[src/rtl/cpu_types_pkg.sv]
// Shared CPU types: RAM handshake state, machine word and memory arbiter states.
// Contents:
//   word_t       32-bit machine word
//   ramstate_t   RAM handshake state (FREE/BUSY/ACCESS/ERROR)
//   arb_state_t  mem_arbiter FSM states (IDLE/IGNT/DGNT/SCFAIL)
//   SC_OK/SC_FAIL  values returned on dload for a store-conditional
package cpu_types_pkg;

    typedef logic [31:0] word_t;

    typedef enum logic [1:0] {
        FREE   = 2'd0,
        BUSY   = 2'd1,
        ACCESS = 2'd2,
        ERROR  = 2'd3
    } ramstate_t;

    typedef enum logic [1:0] {
        IDLE   = 2'd0,
        IGNT   = 2'd1,
        DGNT   = 2'd2,
        SCFAIL = 2'd3
    } arb_state_t;

    localparam word_t SC_OK   = 32'd1;
    localparam word_t SC_FAIL = 32'd0;

endpackage

[src/rtl/llsc_link.sv]
// Load-linked / store-conditional link register.
// Holds a valid bit and the linked address; set by LL completion, cleared by a
// successful SC or by a plain store to the linked address.
// Ports:
//   CLK       clock, rising edge
//   nRST      synchronous active-low reset
//   ll_done   LL completed this cycle (link addr)
//   sc_done   SC completed this cycle (drop the link)
//   sw_done   non-atomic store completed this cycle
//   addr      current data address
//   match     link valid and linked address equals addr
module llsc_link
    import cpu_types_pkg::*;
(
    input  logic  CLK,
    input  logic  nRST,
    input  logic  ll_done,
    input  logic  sc_done,
    input  logic  sw_done,
    input  word_t addr,
    output logic  match
);

    logic  valid_q;
    word_t addr_q;

    always_ff @(posedge CLK) begin
        if (!nRST) begin
            valid_q <= 1'b0;
            addr_q  <= '0;
        end else if (ll_done) begin
            valid_q <= 1'b1;
            addr_q  <= addr;
        end else if (sc_done || (sw_done && (addr == addr_q))) begin
            valid_q <= 1'b0;
        end
    end

    assign match = valid_q && (addr == addr_q);

endmodule

[src/rtl/mem_arbiter.sv]
// Two-requester memory arbiter (instruction fetch / data) in front of a single
// RAM port, with LL/SC support and a per-transaction wait limit.
// Ports:
//   CLK, nRST               clock and synchronous active-low reset
//   iREN, iaddr             fetch request and address
//   iload, ihit             fetched word and fetch-complete pulse
//   dREN, dWEN, datomic     data read / write request; datomic makes them LL / SC
//   daddr, dstore           data address and store data
//   dload, dhit             load data (or SC flag) and data-complete pulse
//   ramREN, ramWEN          RAM strobes
//   ramaddr, ramstore       RAM address and write data
//   ramload, ramstate       RAM read data and handshake state
//   merr                    sticky memory-error flag
module mem_arbiter
    import cpu_types_pkg::*;
#(
    parameter int unsigned MAXWAIT = 255
) (
    input  logic      CLK,
    input  logic      nRST,
    input  logic      iREN,
    input  word_t     iaddr,
    output word_t     iload,
    output logic      ihit,
    input  logic      dREN,
    input  logic      dWEN,
    input  logic      datomic,
    input  word_t     daddr,
    input  word_t     dstore,
    output word_t     dload,
    output logic      dhit,
    output logic      ramREN,
    output logic      ramWEN,
    output word_t     ramaddr,
    output word_t     ramstore,
    input  word_t     ramload,
    input  ramstate_t ramstate,
    output logic      merr
);

    localparam int unsigned WaitW = (MAXWAIT > 0) ? $clog2(MAXWAIT + 1) : 1;

    arb_state_t       state_q, state_d;
    logic             last_d_q;      // 1: last hit served the data side
    logic [WaitW-1:0] wait_q;
    logic             merr_q;
    logic             op_write_q;    // data op kind, frozen at grant time
    logic             op_atomic_q;

    logic  d_req, d_write, sc_req, access, timeout, fault, link_match;
    logic  abort, hit_i, hit_d, ram_ren, ram_wen;
    word_t load_i, load_d, ram_addr, ram_store;
    logic  ll_done, sc_done, sw_done;

    // Both strobes high is treated as a read.
    assign d_req   = dREN || dWEN;
    assign d_write = dWEN && !dREN;
    assign sc_req  = datomic && d_write;
    assign access  = (ramstate == ACCESS);
    // Abort on the cycle that would make the MAXWAIT-th non-ACCESS grant cycle.
    assign timeout = (32'(wait_q) + 32'd1) >= MAXWAIT;
    assign fault   = (ramstate == ERROR) || (!access && timeout);

    always_comb begin
        state_d   = state_q;
        abort     = 1'b0;
        hit_i     = 1'b0;
        hit_d     = 1'b0;
        load_i    = '0;
        load_d    = '0;
        ram_ren   = 1'b0;
        ram_wen   = 1'b0;
        ram_addr  = '0;
        ram_store = '0;
        unique case (state_q)
            IDLE: begin
                if (d_req && !(last_d_q && iREN)) begin
                    state_d = (sc_req && !link_match) ? SCFAIL : DGNT;
                end else if (iREN) begin
                    state_d = IGNT;
                end
            end
            IGNT: begin
                ram_ren  = 1'b1;
                ram_addr = iaddr;
                if (access) begin
                    // A withdrawn fetch still completes, but silently.
                    hit_i   = iREN;
                    load_i  = iREN ? ramload : '0;
                    state_d = IDLE;
                end else if (fault) begin
                    abort   = 1'b1;
                    state_d = IDLE;
                end
            end
            DGNT: begin
                ram_ren   = !op_write_q;
                ram_wen   = op_write_q;
                ram_addr  = daddr;
                ram_store = dstore;
                if (access) begin
                    hit_d = d_req;
                    if (d_req) begin
                        load_d = (op_write_q && op_atomic_q) ? SC_OK : ramload;
                    end
                    state_d = IDLE;
                end else if (fault) begin
                    abort   = 1'b1;
                    state_d = IDLE;
                end
            end
            SCFAIL: begin
                hit_d   = 1'b1;
                load_d  = SC_FAIL;
                state_d = IDLE;
            end
            default: state_d = IDLE;
        endcase
    end

    always_ff @(posedge CLK) begin
        if (!nRST) begin
            state_q     <= IDLE;
            last_d_q    <= 1'b0;
            wait_q      <= '0;
            merr_q      <= 1'b0;
            op_write_q  <= 1'b0;
            op_atomic_q <= 1'b0;
        end else begin
            state_q <= state_d;
            if (state_q == IDLE) begin
                wait_q      <= '0;
                op_write_q  <= d_write;
                op_atomic_q <= datomic;
            end else if ((state_q != SCFAIL) && !access && (32'(wait_q) < MAXWAIT)) begin
                wait_q <= wait_q + WaitW'(1);
            end
            if (abort) begin
                merr_q <= 1'b1;
            end
            if (hit_i) begin
                last_d_q <= 1'b0;
            end else if (hit_d) begin
                last_d_q <= 1'b1;
            end
        end
    end

    // Link updates follow the RAM access itself, even if the hit is suppressed.
    assign ll_done = (state_q == DGNT) && access && !op_write_q && op_atomic_q;
    assign sc_done = (state_q == DGNT) && access && op_write_q && op_atomic_q;
    assign sw_done = (state_q == DGNT) && access && op_write_q && !op_atomic_q;

    llsc_link u_link (
        .CLK     (CLK),
        .nRST    (nRST),
        .ll_done (ll_done),
        .sc_done (sc_done),
        .sw_done (sw_done),
        .addr    (daddr),
        .match   (link_match)
    );

    // All outputs are forced low while reset is held.
    assign ihit     = nRST && hit_i;
    assign dhit     = nRST && hit_d;
    assign iload    = nRST ? load_i : '0;
    assign dload    = nRST ? load_d : '0;
    assign ramREN   = nRST && ram_ren;
    assign ramWEN   = nRST && ram_wen;
    assign ramaddr  = nRST ? ram_addr : '0;
    assign ramstore = nRST ? ram_store : '0;
    assign merr     = nRST && merr_q;

endmodule

[config.mk]
export PLATFORM = sky130hd
export DESIGN_NAME = mem_arbiter
export DESIGN_NICKNAME = d
export VERILOG_FILES = /design/src/rtl/cpu_types_pkg.sv /design/src/rtl/llsc_link.sv /design/src/rtl/mem_arbiter.sv
export SDC_FILE = /design/constraint.sdc
export NUM_CORES = 1
export LEC_CHECK = 0
export BUFFER_PORTS_ARGS = -buffer_cell sky130_fd_sc_hd__buf_2
export CORE_AREA = 2 2 104 106
export DETAILED_ROUTE_END_ITERATION = 10
export DIE_AREA = 0 0 106 108
export HOLD_SLACK_MARGIN = 0.06
export MAX_ROUTING_LAYER = met4
export PLACE_DENSITY = 0.78
export SYNTH_ARGS = -nofsm -noshare
export SYNTH_HDL_FRONTEND = slang
export SYNTH_SLANG_ARGS = --single-unit
[constraint.sdc]
create_clock -name CLK -period 1.8 [get_ports CLK]
set_input_delay 0.27 -clock CLK [delete_from_list [all_inputs] [get_ports CLK]]
set_output_delay 0.27 -clock CLK [all_outputs]
set_load 0.02 [all_outputs]
==> metrics.cfg, run 1 <==
[detailed_routing]
drc_errors=0
dr.pass1.iters=6
vias=4727
wl_per_cell_um=19.5
drt-initial-drc-count=318
avgViaCountPerCell=5.18
routed_wl_um=17800
detail-route-antenna-nets=0

[yosys]
synth_fa_ha_area_frac=0.0256
synth_compound_area_frac=0.159
synth-edff-count=0
synth_fp_nets=620
synth_simple_gate_area_frac=0.374
yosys_warnings=0
yosysSeqAreaShare=0.275
synth-xor-area-share=0.105
synth_top_family_by_area=simple AND/OR/NAND/NOR gates
async_flop_share=0
synth_cell_type_count=39
muxShareOfSynthArea=0.0117
synthCells=477
syn-cell-area_um2=3420
synthFlopType=dfxtp_1
avgSynthCellArea_um2=7.18
synth_seq_cells=47

[sta]
period_share=1.17
worst_slew_pin_slew_ns=0.456
fmax_ghz=0.474
rsz0062_at_grt=yes
slew_violations=0
hold_viol=0
setup_slack_ns=-0.308
skew_ns=0.00878
fin_crit_ns=2.11
slew_headroom=0.696
setup_violations=131

[critical_path]
crit_type=reg -> out
crit_buf_inv=4
worstRegToRegCells=7
worstPathCellList=inv_2 > ha_4 > nand2_4 > a2111oi_4 > buf_6 > buf_12 > and2_1 > buf_6
critPathTopFamily=buffers and inverters
max_stage_delay_ns=0.33
worstSetupPathDepth=8
end_kind=primary output
critPathMaxFanout=15
worst_setup_path_start_kind=register
arrival_ns=1.84
regToRegSetupSlack_ns=-0.12
cp_slowest_cell=dfxtp_2
worstPathRequired_ns=1.53
crit_path_frequent_cell=buf_6

[die]
die_y_um=108
start_util=0.335
coreArea_um2=10200
die_area_um2=11400
placementRows=37
io_pins=269
fp.dieW_um=106

[pwr]
power_per_cell_area_nw_per_um2=573
leakage_nw=3.23
intPower_mw=2.70
peakVddDrop_v=0.000445
seqPwrFrac=0.258
p_sw_mw=1.62
total_power_mw=4.32
switching_share=0.375
comb_power_share=0.547
p_clk_frac=0.195

[status]
violations=negative setup slack
run_status=complete, but fails checks

[finish]
fin_cells=913
syn2layout_area_growth_pct=120
finish.utilization=0.735
layout.nets=918
drive_gt1_frac=0.684

[placed_design]
place_congestion=0.854
dp_slack_ns=-0.0657
dp_hpwl_um=9730
portBuffers=268
place_inst=872

[clock_tree]
cts_tree=built
clk_pin_slew_worst_paths_ns=0.10
clk_latency_ns=0.31
clkSinkCount=47
ctsHoldBuffers=0
cts_max_level=2
cts_buffers=5
cts_root_buf=clkbuf_8
clk_path_buf_depth=2

[global_routing]
grt_pass1_wl_um=21300
grt.overflow.total=0
grt_pass1_vias=4122
antenna_found_initial=1
grt_start_max_net_pins=43
grt_usage=0.242

[min_path]
worstHoldPathCells=3
hp-class=in -> reg

[job]
maxCapViolCount=0

## synthesized netlist by cell type, types with 5 or more instances
cell type	instances	share of area
a21oi_1	37	0.054
a22oi_1	32	0.070
and2_1	66	0.12
and3_1	34	0.062
clkbuf_1	32	0.035
dfxtp_1	47	0.27
ha_1	7	0.026
nand2_1	73	0.080
nand3_1	5	0.0073
nand4_1	6	0.011
nor2_1	49	0.054
nor4_1	9	0.016
xor2_1	37	0.095
## sequential cells by signal, indices dropped and copies added (netlist names)
signal and flops:
op_write_q 1, op_atomic_q 1, state_q 2, u_link.addr_q 32
merr_q 1, last_d_q 1, wait_q 8, u_link.valid_q 1
## power by group through the flow
stage	Sequential [mW]	Clock, mW	Combinational, mW
2_1_floorplan	1.12	0	0.703
3_3_place_gp	1.12	0	1.20
3_5_place_dp	1.13	0	1.21
4_1_cts	1.11	0.860	1.63
5_1_grt	1.12	0.902	2.46
6_report	1.11	0.842	2.36
## cell families (layout without fill, tap and decap cells)
logic type	Yosys count	count (layout)
compound gates	82	82
xor+xnor	41	41
fa+ha+maj	7	7
buf+inv	43	342
flops	47	47
mux	4	4
other cells	0	1
simple gates	253	253
## path summary, 6_finish.rpt
path,from,endpoint
worst max-delay path,state_q[0],dload[24]
worst min-delay path,daddr[27],u_link.addr_q[27]
worst max register to register,wait_q[0],state_q[0]
worst min register to register,u_link.addr_q[13],u_link.addr_q[13]
## routing by layer
layer	vias up	GRT usage	wire, um
li1	2216	-	-
met1	2269	0.296	6780
met2	201	0.412	9430
met3	41	0.0410	1070
met4	0	0.0705	525
met5	-	-	0
## metrics by stage
stage                     hold WS, ns  area (um^2)  TNS (ns)
after floorplan                 0.406         3490         0
after global placement          0.453         5120    -0.385
after detailed placement        0.459         5120    -0.868
after CTS                       0.213         6130    -22.32
after global routing            0.224         7520    -31.04
final                           0.231         7520    -22.56
## worst register-to-register path, cell delays in order (launching register included)
cell	delay, ns
dfxtp_4	0.38
ha_4	0.13
nand4_1	0.14
or3_4	0.38
a2111oi_4	0.38
buf_4	0.19
o21ai_4	0.06
mux2i_1	0.12
## layout by cell type (no fill, tap or decap), drive strengths merged, types with 5 or more instances in the layout
master  netlist  layout
nand3         5       5
inv           5       6
a21oi        37      37
dfxtp        47      47
nand4         6       6
a22oi        32      32
nand2        73      73
nor2         49      49
xor2         37      37
buf           5     322
clkbuf       32      12
and2         66      66
nor4          9       9
ha            7       7
and3         35      35
## layout make-up
type | count | area [um^2]
Inverter | 6 | 22.5
Clock buffer | 6 | 82.6
Sequential cell | 47 | 953
Tap cell | 136 | 170
Fill cell | 709 | 2710
Antenna cell | 1 | 2.50
Timing Repair Buffer | 328 | 3000
Multi-Input combinational cell | 387 | 3260
Clock inverter | 2 | 38.8
## repair_timing
action / in CTS / in global routing
setup buffers: 7 / 12
endpoints found under the setup margin: 137 / 141
gates cloned: 7 / 9
resized for setup: 203 / 299
pin swaps: 3 / 57
Power figures use the tool's default switching activity.
==> run 2, diff against run 1 <==
==> constraint.sdc (replaced) <==
create_clock -name CLK -period 1.8 [get_ports CLK]
set_input_delay 0.09 -clock CLK [delete_from_list [all_inputs] [get_ports CLK]]
set_output_delay 0.09 -clock CLK [all_outputs]
set_load 0.02 [all_outputs]
==> run 2 against run 1 <==
Against the previous run:
- first-iteration DRC count fell by 10%
- global-route usage fell by 0.32 points
- clock skew fell by 0.00095 ns
- sequential share of layout area rose by 3.1 points
- sequential power barely moved
- cell count fell by 0.99%
- setup slack improved by 0.29 ns
- the run still ends with negative setup slack left
- power fell by 23%
==> metrics.cfg, run 2 (same netlist as run 1, synthesis figures left out) <==
[detailed_routing]
avgViaCountPerCell=4.94
wl_per_cell_um=16.6
vias=4462
drt-initial-drc-count=286
detail-route-antenna-nets=0
dr.pass1.iters=7
routed_wl_um=15000
drc_errors=0

[placed_design]
portBuffers=268
dpl_cell_area_um2=5010
place_congestion=0.885
dp_slack_ns=-0.0820
dp_hpwl_um=10400

[sta]
fmax_ghz=0.549
slew_violations=0
setup_violations=12
fin_crit_ns=1.82
setup_slack_ns=-0.0222
period_share=1.01
worst_slew_pin_slew_ns=0.445
rsz0062_at_grt=yes
slew_headroom=0.703
fin_hold_ws_ns=0.0681
skew_ns=0.00783
hold_viol=0

[critical_path]
crit_type=reg -> out
worst_setup_path_start_kind=register
end_kind=primary output
max_stage_delay_ns=0.39
rr_endpoint=merr_q
crit_buf_inv=3
worstPathCellList=ha_4 > nand2_4 > a2111oi_4 > buf_4 > clkbuf_16 > and2_4 > buf_6
cp_slowest_cell=dfxtp_4
worstSetupPathDepth=7
regToRegSetupSlack_ns=-0.01
worstRegToRegCells=6
worstPathRequired_ns=1.71
critPathTopFamily=buffers and inverters
critPathMaxFanout=8
arrival_ns=1.73
r2r-start=wait_q[1]

[die]
placementRows=37
coreArea_um2=10200
fp.dieW_um=106
die_y_um=108
die_area_um2=11400
io_pins=269
start_util=0.335

[clock_tree]
clk_path_buf_depth=2
cts_root_buf=clkbuf_8
cts_max_level=2
clkSinkCount=47
cts_tree=built
clk_pin_slew_worst_paths_ns=0.09
cts_buffers=5
clk_latency_ns=0.30

[status]
run_status=complete, but fails checks
violations=negative setup slack

[finish]
syn2layout_area_growth_pct=76.6
layout.nets=908
design_area_um2=6050
top_register=u_link.addr_q
final_common_cell=buf_2
largest_register_ffs=32
drive_gt1_frac=0.486
layout_common_cells=buf_2, nand2_1, buf_4, dfxtp_1, nor2_1
reg_top3=u_link.addr_q x32, wait_q x8, state_q x2

[global_routing]
grt_usage=0.239
grt_pass1_vias=4159
grt.overflow.total=0
grt_pass1_wl_um=21000
grt_start_max_net_pins=66
antenna_found_initial=3

[pwr]
leakage_nw=3.01
peakVddDrop_v=0.000306
power_per_cell_area_nw_per_um2=547
total_power_mw=3.31

[min_path]
holdPathEnd=u_link.addr_q[13]
hold_start=daddr[13]
worstHoldPathCells=3
hp-class=in -> reg

[job]
maxCapViolCount=0

==> run 2: changes by cell type in the layout (fill, tap and decap cells not counted), sizes merged <==
cell,previous run,this run
buf,322,294
dlygate4sd3,0,19
clkinvlp,0,1
clkbuf,12,10
diode,1,2
==> run 2: worst max-delay path by stage <==
stage	start	endpoint	slack, ns
final	state_q[1]	dload[18]	-0.02
after global routing	state_q[0]	dload[18]	-0.11
after CTS	state_q[1]	dload[3]	-0.03
after detailed placement	wait_q[1]	state_q[0]	-0.08
after global placement	wait_q[1]	state_q[0]	-0.03
after floorplan	wait_q[0]	state_q[0]	0.01
==> run 2: worst min-delay path, cell delays in order <==
cell and delay [ns]:
buf_2 0.13, nand2_1 0.06, a21oi_1 0.05
==> run 2: metal layers <==
metal  up-vias  track usage  share of wire
li1       2192            -              -
met1      2071        0.279           0.42
met2       186        0.419           0.50
met3        13       0.0536          0.070
met4         0       0.0583          0.015
met5         -            -              0
==> run 2: area by class of cell <==
| type | count | area (um^2) |
|---|---|---|
| fillers | 906 | 4190 |
| clock inverters | 3 | 46.3 |
| well taps | 136 | 170 |
| multi-input cells | 387 | 2560 |
| inverters | 6 | 22.5 |
| flip-flops and latches | 47 | 953 |
| repair buffers | 318 | 2220 |
| diodes | 2 | 5.00 |
| clock buffers | 5 | 68.8 |
==> run 2: what timing repair did <==
item	4_1_cts	5_1_grt
gates resized for setup	111	72
gates cloned	2	3
setup buffers	5	2
endpoints found under the setup margin	132	100
hold endpoints to repair	19	0
hold buffers	19	0
pin swaps	20	13
==> run 2: per-stage QoR <==
step | setup TNS [ns] | cells | util
2_1_floorplan | 0 | 477 | -
3_3_place_gp | -0.0574 | 864 | 0.489
3_5_place_dp | -0.197 | 864 | 0.489
4_1_cts | -0.826 | 898 | 0.560
5_1_grt | -5.08 | 904 | 0.591
6_report | -0.166 | 904 | 0.591
==> run 2: report_power, final <==
group | switching, mW | total, mW | leakage [nW] | internal, mW
registers | 0.0388 | 1.12 | 0.382 | 1.08
clock network | 0.378 | 0.796 | 0.0548 | 0.419
logic | 0.780 | 1.39 | 2.57 | 0.615
total | 1.20 | 3.31 | 3.01 | 2.11
==> run 3, diff against run 2 <==
--- a/config.mk
+++ b/config.mk
@@ -12,6 +12,8 @@
 export HOLD_SLACK_MARGIN = 0.06
 export MAX_ROUTING_LAYER = met4
 export PLACE_DENSITY = 0.78
+export SKIP_CTS_REPAIR_TIMING = 1
+export SKIP_LAST_GASP = 1
 export SYNTH_ARGS = -nofsm -noshare
 export SYNTH_HDL_FRONTEND = slang
 export SYNTH_SLANG_ARGS = --single-unit
==> run 3 against run 2 <==
Against the previous run:
- the flow still finishes with violations (negative setup slack)
- setup slack got worse by 0.044 ns
- highest routed layer unchanged
- utilization rose by 6.1 points
- sequential share of layout area fell by 1.5 points
- die area did not move
- largest power group unchanged
- largest cell class unchanged
==> metrics.cfg, run 3 (same netlist as run 1, synthesis figures left out) <==
[detailed_routing]
drc_errors=0
top_layer=met4
met2_length_um=8100
detail-route-antenna-nets=0
routed_wl_um=16500
wl_per_cell_um=18.3
dr.pass1.iters=5
vias=4582
wl_met3_um=1320
drt-met1-wl_um=6740
drt-initial-drc-count=328
avgViaCountPerCell=5.07

[die]
start_util=0.335
io_pins=269
fp.dieW_um=106
coreArea_um2=10200
die_area_um2=11400
die_y_um=108
placementRows=37

[finish]
finish.utilization=0.652
largest_register_ffs=32
drive_gt1_frac=0.583
multi_input_area_um2=2870
reg_top3=u_link.addr_q x32, wait_q x8, state_q x2
top_register=u_link.addr_q
syn2layout_area_growth_pct=94.7
register_area_um2=953
layout.nets=905
fill_cells=783
layout_common_cells=buf_2, buf_6, nand2_1, and2_4, dfxtp_1
final_common_cell=buf_2

[pwr]
peakVddDrop_v=0.000351
leakage_nw=3.12
power_per_cell_area_nw_per_um2=539

[clock_tree]
clk_path_buf_depth=2
clk_latency_ns=0.30
cts_tree=built
cts_root_buf=clkbuf_8
cts_max_level=2
cts_buffers=5
clkSinkCount=47
clk_pin_slew_worst_paths_ns=0.10

[sta]
setup_slack_ns=-0.0660
skew_ns=0.00689
slew_headroom=0.689
rsz0062_at_grt=yes
slew_violations=0
fin_hold_ws_ns=0.0500
worst_slew_pin_slew_ns=0.465
fmax_ghz=0.536
hold_viol=0
period_share=1.04
fin_crit_ns=1.87
setup_violations=68

[global_routing]
grt_usage=0.218
grt.overflow.total=0
antenna_found_initial=5
grt_start_max_net_pins=66
grt_pass1_wl_um=19300
grt_pass1_vias=3822

[critical_path]
end_kind=primary output
arrival_ns=1.78
worstRegToRegCells=6
worst_setup_path_start_kind=register
critPathMaxFanout=8
worstPathRequired_ns=1.71
crit_type=reg -> out

[min_path]
hp-class=in -> reg
worstHoldPathCells=3

[job]
maxCapViolCount=0

[status]
violations=negative setup slack
run_status=complete, but fails checks

[placed_design]
dp_hpwl_um=10400
place_congestion=0.885
portBuffers=268

[run 3: cell count changes in the layout (fill, tap and decap cells not counted), moves of 11 or more]
cell           previous run  this run
a22oi_2                   1        12
dlygate4sd3_1            19         7
buf_6                    35        87
nor2_1                   42        21
buf_4                    55        32
and2_4                   31        62
nor2_4                    2        22
buf_2                   198       172
a22oi_1                  31        20
and2_1                   35         4
[run 3: final timing paths]
check	start	end	slack (ns)
max	state_q[0]	dload[16]	-0.07
min	daddr[25]	u_link.addr_q[25]	0.05
max reg2reg	wait_q[0]	state_q[0]	0.01
min reg2reg	u_link.addr_q[27]	u_link.addr_q[27]	0.47
[run 3: per-layer routing]
layer  up-vias  GRT usage
li1       2192          -
met1      2156      0.267
met2       208      0.373
met3        26     0.0506
met4         0     0.0395
met5         -          -
[run 3: area by class of cell]
class | instances | share of cell area
clock inverters | 3 | 0.00694
flip-flops and latches | 47 | 0.143
diodes | 4 | 0.00150
repair buffers | 315 | 0.378
inverters | 6 | 0.00413
clock buffers | 5 | 0.0103
multi-input cells | 387 | 0.430
well taps | 136 | 0.0255
[run 3: where the power goes]
group	internal, mW	switching [mW]	total (mW)
Combinational	0.729	0.943	1.67
Clock	0.419	0.380	0.798
Sequential	1.08	0.0457	1.12
[run 3: metrics by stage]
stage                     power, mW  std cells  setup WS (ns)  area [um^2]  setup TNS, ns
after floorplan                1.79        477         0.0118         3430              0
after global placement         2.23        864        -0.0294         5010        -0.0574
after detailed placement       2.25        864        -0.0820         5010         -0.197
after CTS                      3.04        872         -0.250         5120         -21.24
after global routing           3.76        903         -0.132         6670          -7.46
final                          3.59        903        -0.0660         6670          -1.92
[run 3: worst max-delay path, cell delays in order, from the launching register on]
cell and delay (ns):
dfxtp_2 0.36, inv_4 0.07, ha_4 0.17, nand2_4 0.06
a2111oi_4 0.20, buf_6 0.19, clkbuf_16 0.16, and2_4 0.15
buf_6 0.11
